--- src/rtl/instr_encoder.sv ---
`default_nettype none
// ============================================================================
//  Module   : instr_encoder
//  Purpose  : Packs raw I/S/B-type instruction fields into 32-bit RISC-V
//             style instruction words, tags each with a running byte address
//             and delivers them through a 2-entry in-order output FIFO.
//             Illegal requests (reserved format, misaligned branch offset,
//             immediate out of range) are consumed and dropped, raise a
//             sticky error and halt further input until reset.
//  Ports    : clk, rst              - clock, asynchronous active-high reset
//             in_valid/in_ready     - request handshake
//             in_fmt, in_opcode, in_funct3, in_rd, in_rs1, in_rs2, in_imm
//                                   - raw instruction fields
//             out_valid/out_ready   - result handshake
//             out_instr, out_addr   - encoded word and its byte address
//             err, err_code         - sticky error flag and first cause
//  Revision : 1.0 - initial release
// ============================================================================
module instr_encoder #(
    parameter logic [63:0] BASE_ADDR = 64'h0
) (
    input  logic        clk,
    input  logic        rst,
    input  logic        in_valid,
    output logic        in_ready,
    input  logic [1:0]  in_fmt,
    input  logic [6:0]  in_opcode,
    input  logic [2:0]  in_funct3,
    input  logic [4:0]  in_rd,
    input  logic [4:0]  in_rs1,
    input  logic [4:0]  in_rs2,
    input  logic [63:0] in_imm,
    output logic        out_valid,
    input  logic        out_ready,
    output logic [31:0] out_instr,
    output logic [63:0] out_addr,
    output logic        err,
    output logic [1:0]  err_code
);

    localparam logic [1:0] FMT_I   = 2'b00;
    localparam logic [1:0] FMT_S   = 2'b01;
    localparam logic [1:0] FMT_B   = 2'b10;
    localparam logic [1:0] FMT_RSV = 2'b11;

    localparam logic [1:0] ERR_RANGE    = 2'b01;
    localparam logic [1:0] ERR_MISALIGN = 2'b10;
    localparam logic [1:0] ERR_FORMAT   = 2'b11;

    localparam logic signed [63:0] IMM12_MIN = -64'sd2048;
    localparam logic signed [63:0] IMM12_MAX =  64'sd2047;
    localparam logic signed [63:0] IMM13_MIN = -64'sd4096;
    localparam logic signed [63:0] IMM13_MAX =  64'sd4095;

    localparam logic [63:0] ADDR_STEP = 64'd4;
    localparam logic [1:0]  DEPTH     = 2'd2;

    typedef enum logic [0:0] {
        ST_RUN  = 1'b0,
        ST_HALT = 1'b1
    } state_t;

    state_t      state_q, state_d;

    logic [31:0] instr_mem_q [2];
    logic [63:0] addr_mem_q  [2];
    logic        wr_ptr_q;
    logic        rd_ptr_q;
    logic [1:0]  count_q;
    logic [63:0] addr_cnt_q;
    logic        err_q;
    logic [1:0]  err_code_q;

    logic        accept;
    logic        pop;
    logic        push;
    logic        req_bad;
    logic [1:0]  req_cause;
    logic [31:0] enc_word;
    logic        imm_out_of_range;
    logic        imm_misaligned;
    logic signed [63:0] imm_s;

    // ------------------------------------------------------------------
    // Request classification
    // ------------------------------------------------------------------
    assign imm_s          = $signed(in_imm);
    assign imm_misaligned = (in_fmt == FMT_B) && in_imm[0];

    always_comb begin
        imm_out_of_range = 1'b0;
        if (in_fmt == FMT_B) begin
            imm_out_of_range = (imm_s < IMM13_MIN) || (imm_s > IMM13_MAX);
        end else begin
            imm_out_of_range = (imm_s < IMM12_MIN) || (imm_s > IMM12_MAX);
        end
    end

    // Highest-priority cause wins when several apply at once.
    always_comb begin
        req_bad   = 1'b1;
        req_cause = ERR_RANGE;
        if (in_fmt == FMT_RSV) begin
            req_cause = ERR_FORMAT;
        end else if (imm_misaligned) begin
            req_cause = ERR_MISALIGN;
        end else if (imm_out_of_range) begin
            req_cause = ERR_RANGE;
        end else begin
            req_bad = 1'b0;
        end
    end

    // ------------------------------------------------------------------
    // Field packing
    // ------------------------------------------------------------------
    always_comb begin
        enc_word = 32'd0;
        case (in_fmt)
            FMT_I:   enc_word = {in_imm[11:0], in_rs1, in_funct3, in_rd, in_opcode};
            FMT_S:   enc_word = {in_imm[11:5], in_rs2, in_rs1, in_funct3,
                                 in_imm[4:0], in_opcode};
            // Bit 0 of a branch offset is implicit, so it never appears in the word.
            FMT_B:   enc_word = {in_imm[12], in_imm[10:5], in_rs2, in_rs1, in_funct3,
                                 in_imm[4:1], in_imm[11], in_opcode};
            default: enc_word = 32'd0;
        endcase
    end

    // ------------------------------------------------------------------
    // Control FSM
    // ------------------------------------------------------------------
    always_ff @(posedge clk or posedge rst) begin
        if (rst) begin
            state_q <= ST_RUN;
        end else begin
            state_q <= state_d;
        end
    end

    always_comb begin
        state_d  = state_q;
        in_ready = 1'b0;
        case (state_q)
            ST_RUN: begin
                // Deliberately independent of out_ready: a full FIFO stalls
                // input even if an entry is leaving in the same cycle.
                in_ready = (count_q < DEPTH);
                if (in_valid && (count_q < DEPTH) && req_bad) begin
                    state_d = ST_HALT;
                end
            end
            ST_HALT: begin
                in_ready = 1'b0;
            end
            default: begin
                state_d  = ST_RUN;
                in_ready = 1'b0;
            end
        endcase
    end

    assign accept = in_valid && in_ready;
    assign push   = accept && !req_bad;
    assign pop    = out_valid && out_ready;

    // ------------------------------------------------------------------
    // FIFO, address counter and sticky error
    // ------------------------------------------------------------------
    always_ff @(posedge clk or posedge rst) begin
        if (rst) begin
            for (int i = 0; i < 2; i++) begin
                instr_mem_q[i] <= 32'd0;
                addr_mem_q[i]  <= BASE_ADDR;
            end
            wr_ptr_q   <= 1'b0;
            rd_ptr_q   <= 1'b0;
            count_q    <= 2'd0;
            addr_cnt_q <= BASE_ADDR;
            err_q      <= 1'b0;
            err_code_q <= 2'b00;
        end else begin
            if (push) begin
                instr_mem_q[wr_ptr_q] <= enc_word;
                addr_mem_q[wr_ptr_q]  <= addr_cnt_q;
                wr_ptr_q              <= ~wr_ptr_q;
                addr_cnt_q            <= addr_cnt_q + ADDR_STEP;
            end
            if (pop) begin
                rd_ptr_q <= ~rd_ptr_q;
            end
            case ({push, pop})
                2'b10:   count_q <= count_q + 2'd1;
                2'b01:   count_q <= count_q - 2'd1;
                default: count_q <= count_q;
            endcase
            if (accept && req_bad) begin
                err_q <= 1'b1;
                if (!err_q) begin
                    err_code_q <= req_cause;
                end
            end
        end
    end

    assign out_valid = (count_q != 2'd0);
    assign out_instr = instr_mem_q[rd_ptr_q];
    assign out_addr  = addr_mem_q[rd_ptr_q];
    assign err       = err_q;
    assign err_code  = err_code_q;

endmodule
`default_nettype wire
--- config.mk ---
export PLATFORM = sky130hd
export DESIGN_NAME = instr_encoder
export DESIGN_NICKNAME = d
export VERILOG_FILES = /design/src/rtl/instr_encoder.sv
export SDC_FILE = /design/constraint.sdc
export NUM_CORES = 1
export LEC_CHECK = 0
export BUFFER_PORTS_ARGS = -buffer_cell sky130_fd_sc_hd__buf_4
export CAP_MARGIN = 20
export CORE_UTILIZATION = 25
export CTS_CLUSTER_SIZE = 25
export DETAILED_ROUTE_END_ITERATION = 16
export PLACE_DENSITY = 0.49
export SYNTH_ARGS = -nofsm -noshare
export SYNTH_HDL_FRONTEND = slang
export SYNTH_SLANG_ARGS = --single-unit
--- constraint.sdc ---
create_clock -name clk -period 7.5 [get_ports clk]
set_clock_uncertainty 0.15 [all_clocks]
set_input_delay 0.375 -clock clk [delete_from_list [all_inputs] [get_ports clk]]
set_output_delay 0.375 -clock clk [all_outputs]
set_load 0.01 [all_outputs]
* Word level (Yosys, flattened, before mapping)
Index checks and enable logic that the tools add are counted.
Storage, ports and cells: memories 0, word-level logic and storage cells 71, bits in latches 0, RAM bits 0, ROM bits 0, bits of input ports 95, flip-flop bits (word level) 264, output and inout port bits 101
Operators by class: multiplexer cells 23, $add $sub $neg 3, order comparisons 8, divide/modulo/power cells 0, bitwise operators 6, eq/ne operators 5, reduce and logical (&&, ||, !) cells 15, $mul 0, shift-type cells 0
Operator list (count):
- $mux 64 | 4
- $bwmux 128 | 1
- $mux 32 | 4
- $pmux 32 s3 | 1
- $add 64x3->64 const B | 1
- $bwmux 64 | 1
- $demux 64 s1 | 1
- $gt 64x12->1 const B | 1
- $gt 64x13->1 const B | 1
- $lt 64x12->1 const B | 1
- $lt 64x13->1 const B | 1
- $demux 32 s1 | 1
- $logic_and 1x1->1 | 8
- $eq 2x2->1 const B | 3
- $mux 1 | 6
- $eq 2x1->1 const B | 2
- $ge 2x2->1 const B | 2
- $mux 2 | 2
- $not 1->1 | 4
- $not 1->2 | 2
- $pmux 2 s2 | 1
- $reduce_bool 2->1 | 2
- $add 2x1->2 const B | 1
- $logic_not 2->1 | 1
- other kinds (7) | 8

* Logic depth before layout (Yosys ltp)
Gate-level depths: netlist of the first run.
word-level depth 10, gate-level depth with buffers 11, mapped depth without buffers 9

* Least setup slack after synthesis of the first run
Ideal clock, no wire load.
kind input to register, start in in_imm[43], end reg addr_mem_q[24] (netlist bit), required time 7.225 ns, data arrival time 2.452 ns, library setup time 0.125 ns, cell stages on the path 9, setup slack 4.773 ns, buffers on the path 3, path through nor4_1 nand4_1 or4_1 buf_2 a22oi_4 nand4_2 buf_4 buf_6 mux2_4
On the way: cells in the longest elaborated chain, start to end 8, elaborated cells on any way between the ends 12, classes of those cells order compare: 4; mux: 4; reduce/logical: 4
RTL lines:
- start: declaration | RTL line 32 | input logic [63:0] in_imm,
- $lt 64x12->1 (tied with other cells) | RTL line 95 | imm_out_of_range = (imm_s < IMM12_MIN) || (imm_s > IMM12_MAX);
- $logic_or 1x1->1, on equally long branches | RTL line 95, 93
- $mux 1 * | RTL line 92 | if (in_fmt == FMT_B) begin
- $mux 1 * | RTL line 107 | end else if (imm_out_of_range) begin
- $mux 1 * | RTL line 105 | end else if (imm_misaligned) begin
- $mux 1 * | RTL line 103 | if (in_fmt == FMT_RSV) begin
- $logic_not 1->1 * | RTL line 164 | assign push = accept && !req_bad;
- $logic_and 1x1->1 * | RTL line 164
- end signal: indexed assignment | RTL line 185 | addr_mem_q[wr_ptr_q] <= addr_cnt_q;
- end: declaration | RTL line 66 | logic [63:0] addr_mem_q [2];
Mark *: on every way between the ends. The rest lies on a longest branch, timed or not. A chain may end at the register's enable or synchronous reset.

* Final worst setup path of the first run
start reg addr_cnt_q[6], end reg addr_cnt_q[63]
On the way: cells in the longest elaborated chain, start to end 1
RTL lines:
- start: declaration | RTL line 70 | logic [63:0] addr_cnt_q;
- start signal: assignment | RTL line 187 | addr_cnt_q <= addr_cnt_q + ADDR_STEP;
- $add 64x3->64 | RTL line 187
No other way between the ends.

==> metrics.csv, run 1 <==
metric,value,unit
reg2reg start,addr_cnt_q[6],
min-delay worst type,primary input to flip-flop,
R2R Path End,addr_cnt_q[63],
Detailed Route Iter0 Violations,489,
die height,223,µm
Post-Syn Area per Cell,10.5,µm²
# resized after CTS,0,
Layout Nets,1449,
area of the multi-input gates,5380,µm²
Final Instance Area,15400,µm²
crit path kind,flip-flop to flip-flop,
# IOs,196,
vias per cell,4.44,
H-tree depth,1,
end of the worst hold path,instr_mem_q[53],
number of buffers added on ports,193,
worst-path maximum fanout,14,
Comb power frac,0.095,
CTS Buf Count,31,
Peak Freq,292,MHz
r2r setup slk,4.07,ns
unrepaired setup endpoints after global routing,false,
hold path cells,5,
fin crit period,3.43,ns
HPWL Detailed,21400,µm
Area growth syn-to-layout,26.8,%
via total after detailed routing,8835,
CTS tree,done,
area post-placement,14200,µm²
Pins Over Slew Limit,0,
CP arrival,3.77,ns
First-pass DRT Iterations,4,
DIE WIDTH,223,µm
ys flop type,dfrtp_1,
power per cell area,210,nW/µm²
CP Capture Type,flip-flop,
sequential share of the synthesized area,0.531,
Critical Path Start Type,flip-flop,
CTS max path bufs,3,
Clock transition at path regs,0.06,ns
Post-Place Setup Slack,3.57,ns
largest net degree at the start of global routing,155,
utilization after layout,0.322,
std cell rows,80,
Total Routing Usage GR,0.133,
switching fraction of total power,0.247,
hold buffers post-CTS,25,
Final ANT Viol Nets,0,
post-route DRC violation count,0,
Worst Hold Launch,in_rs2[1],
Setup TNS,0,ns
run status,completed,
Setup crit start,addr_cnt_q[6],
core region area,47800,µm²
layout cell share with drive strength beyond 1,0.307,
Yosys warning count,0,
Worst EP required,7.84,ns
antenna cells,0,
cell-internal power,2440,µW
period utilization,0.457,
normalized max-slew margin,0.313,
vias in the first global route,9473,
wire per inst,16.3,µm
Root Buffer,clkbuf_16,
synth unique cells,45,
Switch Pwr,802,µW
Sinks on Clock Net,258,
FILL cells,4928,
# Post-CTS Setup Buffers,0,
VDD IR-drop max,0.179,mV
total die area,49600,µm²
Congestion Overflow GR,0,
antenna violations before repair,0,
max_cap viols,0,
LEAKAGE,0.00785,µW
Initial Util,0.254,
Fin. Hold Viols,0,
Total Power,3240,µW
number of synthesized flops with an enable pin,0,
mapped cell area,12200,µm²
FF-to-FF path depth,7,
Flop pwr share,0.454,
#FFs+latches synth,258,
clock share of power,0.451,
first-pass GRT wire length,53000,µm
"Clk Latency, worst-skew pair",0.57,ns
Storage cell area,6460,µm²
Syn Inst Count,1155,
asr flop ratio synth,1.00,
routability cong.,0.728,
Worst Slack Setup Final,4.07,ns
Slew @ Worst Pin,1.03,ns
final setup fails,0,
drt total wl,32300,µm
==> worst max-delay path by stage <==
stage | end | slack (ns) | cells after the start
after floorplan | addr_cnt_q[10] | 3.58 | 1
after global placement | addr_cnt_q[63] | 3.57 | 8
after detailed placement | addr_cnt_q[63] | 3.57 | 8
after CTS | out_instr[0] | 3.97 | 3
after global routing | addr_cnt_q[63] | 3.74 | 7
final | addr_cnt_q[63] | 4.07 | 7
==> layout make-up <==
| type | count | share of cell area |
|---|---|---|
| inverter | 10 | 0.00268 |
| tap | 615 | 0.0499 |
| timing repair buffer | 226 | 0.116 |
| multi-input combinational | 825 | 0.349 |
| sequential | 258 | 0.419 |
| clock inverter | 7 | 0.00641 |
| clock buffer | 47 | 0.0574 |
==> state kept, by name, indices dropped and copies added, names as in the netlist <==
name and count:
state_q 1, addr_mem_q 124, rd_ptr_q 1, err_code 2
err 1, count_q 2, addr_cnt_q 62, instr_mem_q 64
wr_ptr_q 1
==> layout by cell type, fill, tap and decap left out, types with 2 or more instances in the layout <==
| cell type | instances |
|---|---|
| mux2_1 | 2 |
| nor2b_1 | 10 |
| mux2_2 | 115 |
| nand3_1 | 25 |
| clkbuf_8 | 5 |
| and4_1 | 3 |
| nor3_2 | 3 |
| conb_1 | 2 |
| nand4_1 | 34 |
| clkbuf_16 | 31 |
| nor3_1 | 17 |
| clkinv_2 | 2 |
| bufinv_16 | 2 |
| nand4_4 | 2 |
| clkbuf_1 | 11 |
| inv_1 | 9 |
| and3_1 | 9 |
| ha_1 | 2 |
| dfrtp_1 | 257 |
| nor4_2 | 2 |
| a21oi_1 | 8 |
| buf_4 | 199 |
| xor2_1 | 45 |
| nand2_1 | 297 |
| nor4_1 | 25 |
| nor2_1 | 65 |
| dlygate4sd3_1 | 25 |
| and2_1 | 5 |
| mux2i_1 | 6 |
| o21ai_0 | 65 |
| or3_1 | 2 |
| xnor2_1 | 20 |
| or2_2 | 4 |
| mux2_4 | 44 |
==> power by group through the flow <==
| stage | Combinational [µW] | Clock, µW | Sequential [µW] |
|---|---|---|---|
| after detailed placement | 308 | 0 | 1500 |
| final | 307 | 1460 | 1470 |
| after floorplan | 229 | 0 | 1440 |
| after global placement | 305 | 0 | 1500 |
| after global routing | 335 | 1560 | 1480 |
| after CTS | 322 | 1510 | 1470 |
==> metal layers <==
metal  wire length [µm]  global-route usage  vias to the layer above  share of wire
met5                  0                   0                        -              0
met4                618              0.0356                        0          0.019
met3               1130              0.0194                       43          0.035
met2              15800               0.229                      135           0.49
met1              14800               0.174                     4351           0.46
li1                   -                   -                     4306              -
==> critical path: stages, from the launching register on <==
cell	delay (ns)
dfrtp_1	0.50
and4_1	0.29
and4_1	0.26
nand4_1	0.24
nor4_1	0.44
nand4_1	0.76
nor4_1	0.53
xor2_1	0.18
==> through the flow <==
| step | hold slack (ns) | instances |
|---|---|---|
| after floorplan | 0.285 | 1156 |
| after global placement | 0.295 | 1908 |
| after detailed placement | 0.302 | 1909 |
| after CTS | 0.0157 | 1988 |
| after global routing | 0.0537 | 1988 |
| final | 0.0488 | 1988 |
==> cells by family (layout without fill, tap and decap cells) <==
family,count (synthesis),count (layout),synth area share
DFF,258,258,0.531
and+or+nand+nor,510,510,0.189
xor gates and xnor gates,65,65,0.0468
buffers and inverters,73,290,0.0284
AOI/OAI and AO/OA,79,79,0.0351
adders and majority gates,2,2,0.00206
other,1,2,0.000308
muxes,167,167,0.168
==> Yosys cell counts (3+ instances only) <==
cell	instances	area, µm²
nor2_1	65	244
or2_2	4	25.0
nand4_1	34	213
nand3_1	25	125
buf_2	12	60.1
buf_1	7	26.3
nor3_2	3	30.0
nor3_1	17	85.1
mux2_4	44	661
and2_1	5	31.3
xnor2_1	20	175
nor4_1	25	156
and4_1	3	26.3
and3_1	9	56.3
mux2i_1	6	60.1
xor2_1	45	394
a21oi_1	8	40.0
clkbuf_1	34	128
dfrtp_1	258	6460
buf_4	5	37.5
nor2b_1	10	62.6
mux2_2	115	1290
nand2_1	297	1110
inv_1	10	37.5
buf_6	5	56.3
o21ai_0	65	325
Power figures use the tool's default switching activity.
==> inputs of run 2 (changes only) <==
--- a/config.mk
+++ b/config.mk
@@ -10,7 +10,7 @@
 export CORE_UTILIZATION = 25
 export CTS_CLUSTER_SIZE = 25
 export DETAILED_ROUTE_END_ITERATION = 16
-export PLACE_DENSITY = 0.49
+export PLACE_DENSITY = 0.48
 export SYNTH_ARGS = -nofsm -noshare
 export SYNTH_HDL_FRONTEND = slang
 export SYNTH_SLANG_ARGS = --single-unit
==> constraint.sdc (replaced) <==
create_clock -name clk -period 3.45 [get_ports clk]
set_clock_uncertainty 0.15 [all_clocks]
set_input_delay 0.1725 -clock clk [delete_from_list [all_inputs] [get_ports clk]]
set_output_delay 0.1725 -clock clk [all_outputs]
set_load 0.01 [all_outputs]
==> run 2 against run 1 <==
  * Cell area increased by 2.1%
  * Clock power increased by 120%
  * Clock-buffer cell count decreased by 1
  * Largest cell class unchanged
==> metrics.csv, run 2 (synthesis gave the netlist of run 1 again) <==
metric,value,unit,change
Fin. Hold Viols,0,,unchanged
Initial Util,0.254,,unchanged
std cell rows,80,,unchanged
max reg flops,124,,unchanged
wire per inst,16.0,µm,-1.5%
run status,completed,,
Top reg by flops,addr_mem_q,,
DIE WIDTH,223,µm,unchanged
Total Routing Usage GR,0.133,,-0.000748
via total after detailed routing,9008,,+2.0%
Final ANT Viol Nets,0,,unchanged
Clock transition at path regs,0.06,ns,about the same
fin crit period,2.91,ns,-0.517 ns
"Clk Latency, worst-skew pair",0.57,ns,about the same
power per cell area,455,nW/µm²,+120%
antenna violations before repair,0,,unchanged
Sinks on Clock Net,258,,unchanged
min-delay worst type,primary input to flip-flop,,
drt total wl,32300,µm,about the same
first-pass GRT wire length,52900,µm,-0.33%
CTS tree,done,,
LEAKAGE,0.00801,µW,+2.0%
post-route DRC violation count,0,,unchanged
total die area,49600,µm²,unchanged
"commonest non-fill, non-tap cells in the layout","nand2_1 (297), dfrtp_1 (257), buf_4 (204), mux2_2 (115)",,
hold buffers post-CTS,46,,+84%
Critical Path Start Type,flip-flop,,
FILL cells,4962,,+0.69%
biggest regs,"addr_mem_q (124), instr_mem_q (64), addr_cnt_q (62)",,
critical path endpoint,addr_cnt_q[63],,
CP Capture Type,flip-flop,,
final setup fails,0,,unchanged
CTS max path bufs,3,,unchanged
largest net degree at the start of global routing,90,,-42%
worst-path maximum fanout,5,,-9
Peak Freq,344,MHz,+18%
period utilization,0.844,,+0.387
r2r setup slk,0.54,ns,-3.53 ns
core region area,47800,µm²,unchanged
Layout Nets,1477,,+1.9%
Total Power,7170,µW,+120%
max_cap viols,0,,unchanged
crit path kind,flip-flop to flip-flop,,
layout cell share with drive strength beyond 1,0.309,,+0.00127
die height,223,µm,unchanged
First-pass DRT Iterations,4,,unchanged
normalized max-slew margin,0.407,,+0.0948
reg2reg start,addr_cnt_q[30],,
HPWL Detailed,21500,µm,+0.69%
# Post-CTS Setup Buffers,0,,unchanged
"commonest non-fill, non-tap cell in the layout",nand2_1,,
vias per cell,4.46,,+0.44%
Worst EP required,3.78,ns,-4.06 ns
# resized after CTS,0,,unchanged
Root Buffer,clkbuf_16,,
CP arrival,3.24,ns,-0.53 ns
Detailed Route Iter0 Violations,355,,-27%
Pins Over Slew Limit,0,,unchanged
Slew @ Worst Pin,0.887,ns,-0.144 ns
FF-to-FF path depth,6,,-1
number of buffers added on ports,193,,unchanged
antenna cells,0,,unchanged
Congestion Overflow GR,0,,unchanged
utilization after layout,0.329,,+0.00685
H-tree depth,1,,unchanged
R2R Path End,addr_cnt_q[63],,
Setup crit start,addr_cnt_q[30],,
# IOs,196,,unchanged
vias in the first global route,9525,,+0.55%
unrepaired setup endpoints after global routing,false,,
CTS Buf Count,30,,-3.2%
VDD IR-drop max,0.392,mV,+120%
Area growth syn-to-layout,29.5,%,
routability cong.,0.746,,+2.4%
## run 2: worst min-delay path by stage
stage | from | endpoint | cells after the start
final | in_imm[3] | instr_mem_q[42] | 5
after CTS | in_imm[3] | instr_mem_q[42] | 5
after global placement | rst | instr_mem_q[33] | 2
after detailed placement | rst | instr_mem_q[33] | 2
after global routing | in_imm[3] | instr_mem_q[42] | 5
after floorplan | in_imm[0] | err_code[0] | 1
## run 2: per-stage QoR
stage,setup slack (ns),TNS [ns],instances,hold WS (ns),cell area (µm²)
after detailed placement,0.358,0,1917,0.107,14300
after floorplan,-0.272,-70.20,1156,0.119,12200
after CTS,0.546,0,2018,0.0132,15800
after global routing,0.367,0,2018,0.0940,15800
final,0.539,0,2018,0.0380,15800
after global placement,0.338,0,1917,0.106,14300
## run 2: layout make-up
cell class / count / area (µm²) / share of cell area
clock inverter: 9 / 123 / 0.00778
inverter: 10 / 41.3 / 0.00262
sequential: 258 / 6460 / 0.410
clock buffer: 46 / 892 / 0.0566
multi-input combinational: 825 / 5380 / 0.341
tap: 615 / 769 / 0.0488
timing repair buffer: 255 / 2090 / 0.133
## run 2: worst max-delay path, cell delays in order, from the launching register on
cell	delay, ns
dfrtp_1	0.44
nand4_1	0.19
nor4_1	0.67
nand4_1	0.36
or2_2	0.44
nor4_1	0.40
xor2_1	0.19
## run 2: power by group
group | internal [µW] | leakage [µW] | total [µW] | switching [µW]
Sequential | 3060 | 0.00356 | 3140 | 78.9
Clock | 1990 | 0.000498 | 3250 | 1260
Combinational | 377 | 0.00396 | 777 | 399
Total | 5430 | 0.00801 | 7170 | 1740
## run 2: routing by layer
metal | up-vias | wire length [µm] | GRT usage
met4 | 0 | 646 | 0.0376
met2 | 134 | 15700 | 0.227
met3 | 43 | 1150 | 0.0214
met1 | 4457 | 14800 | 0.172
li1 | 4374 | - | -
met5 | - | 0 | 0
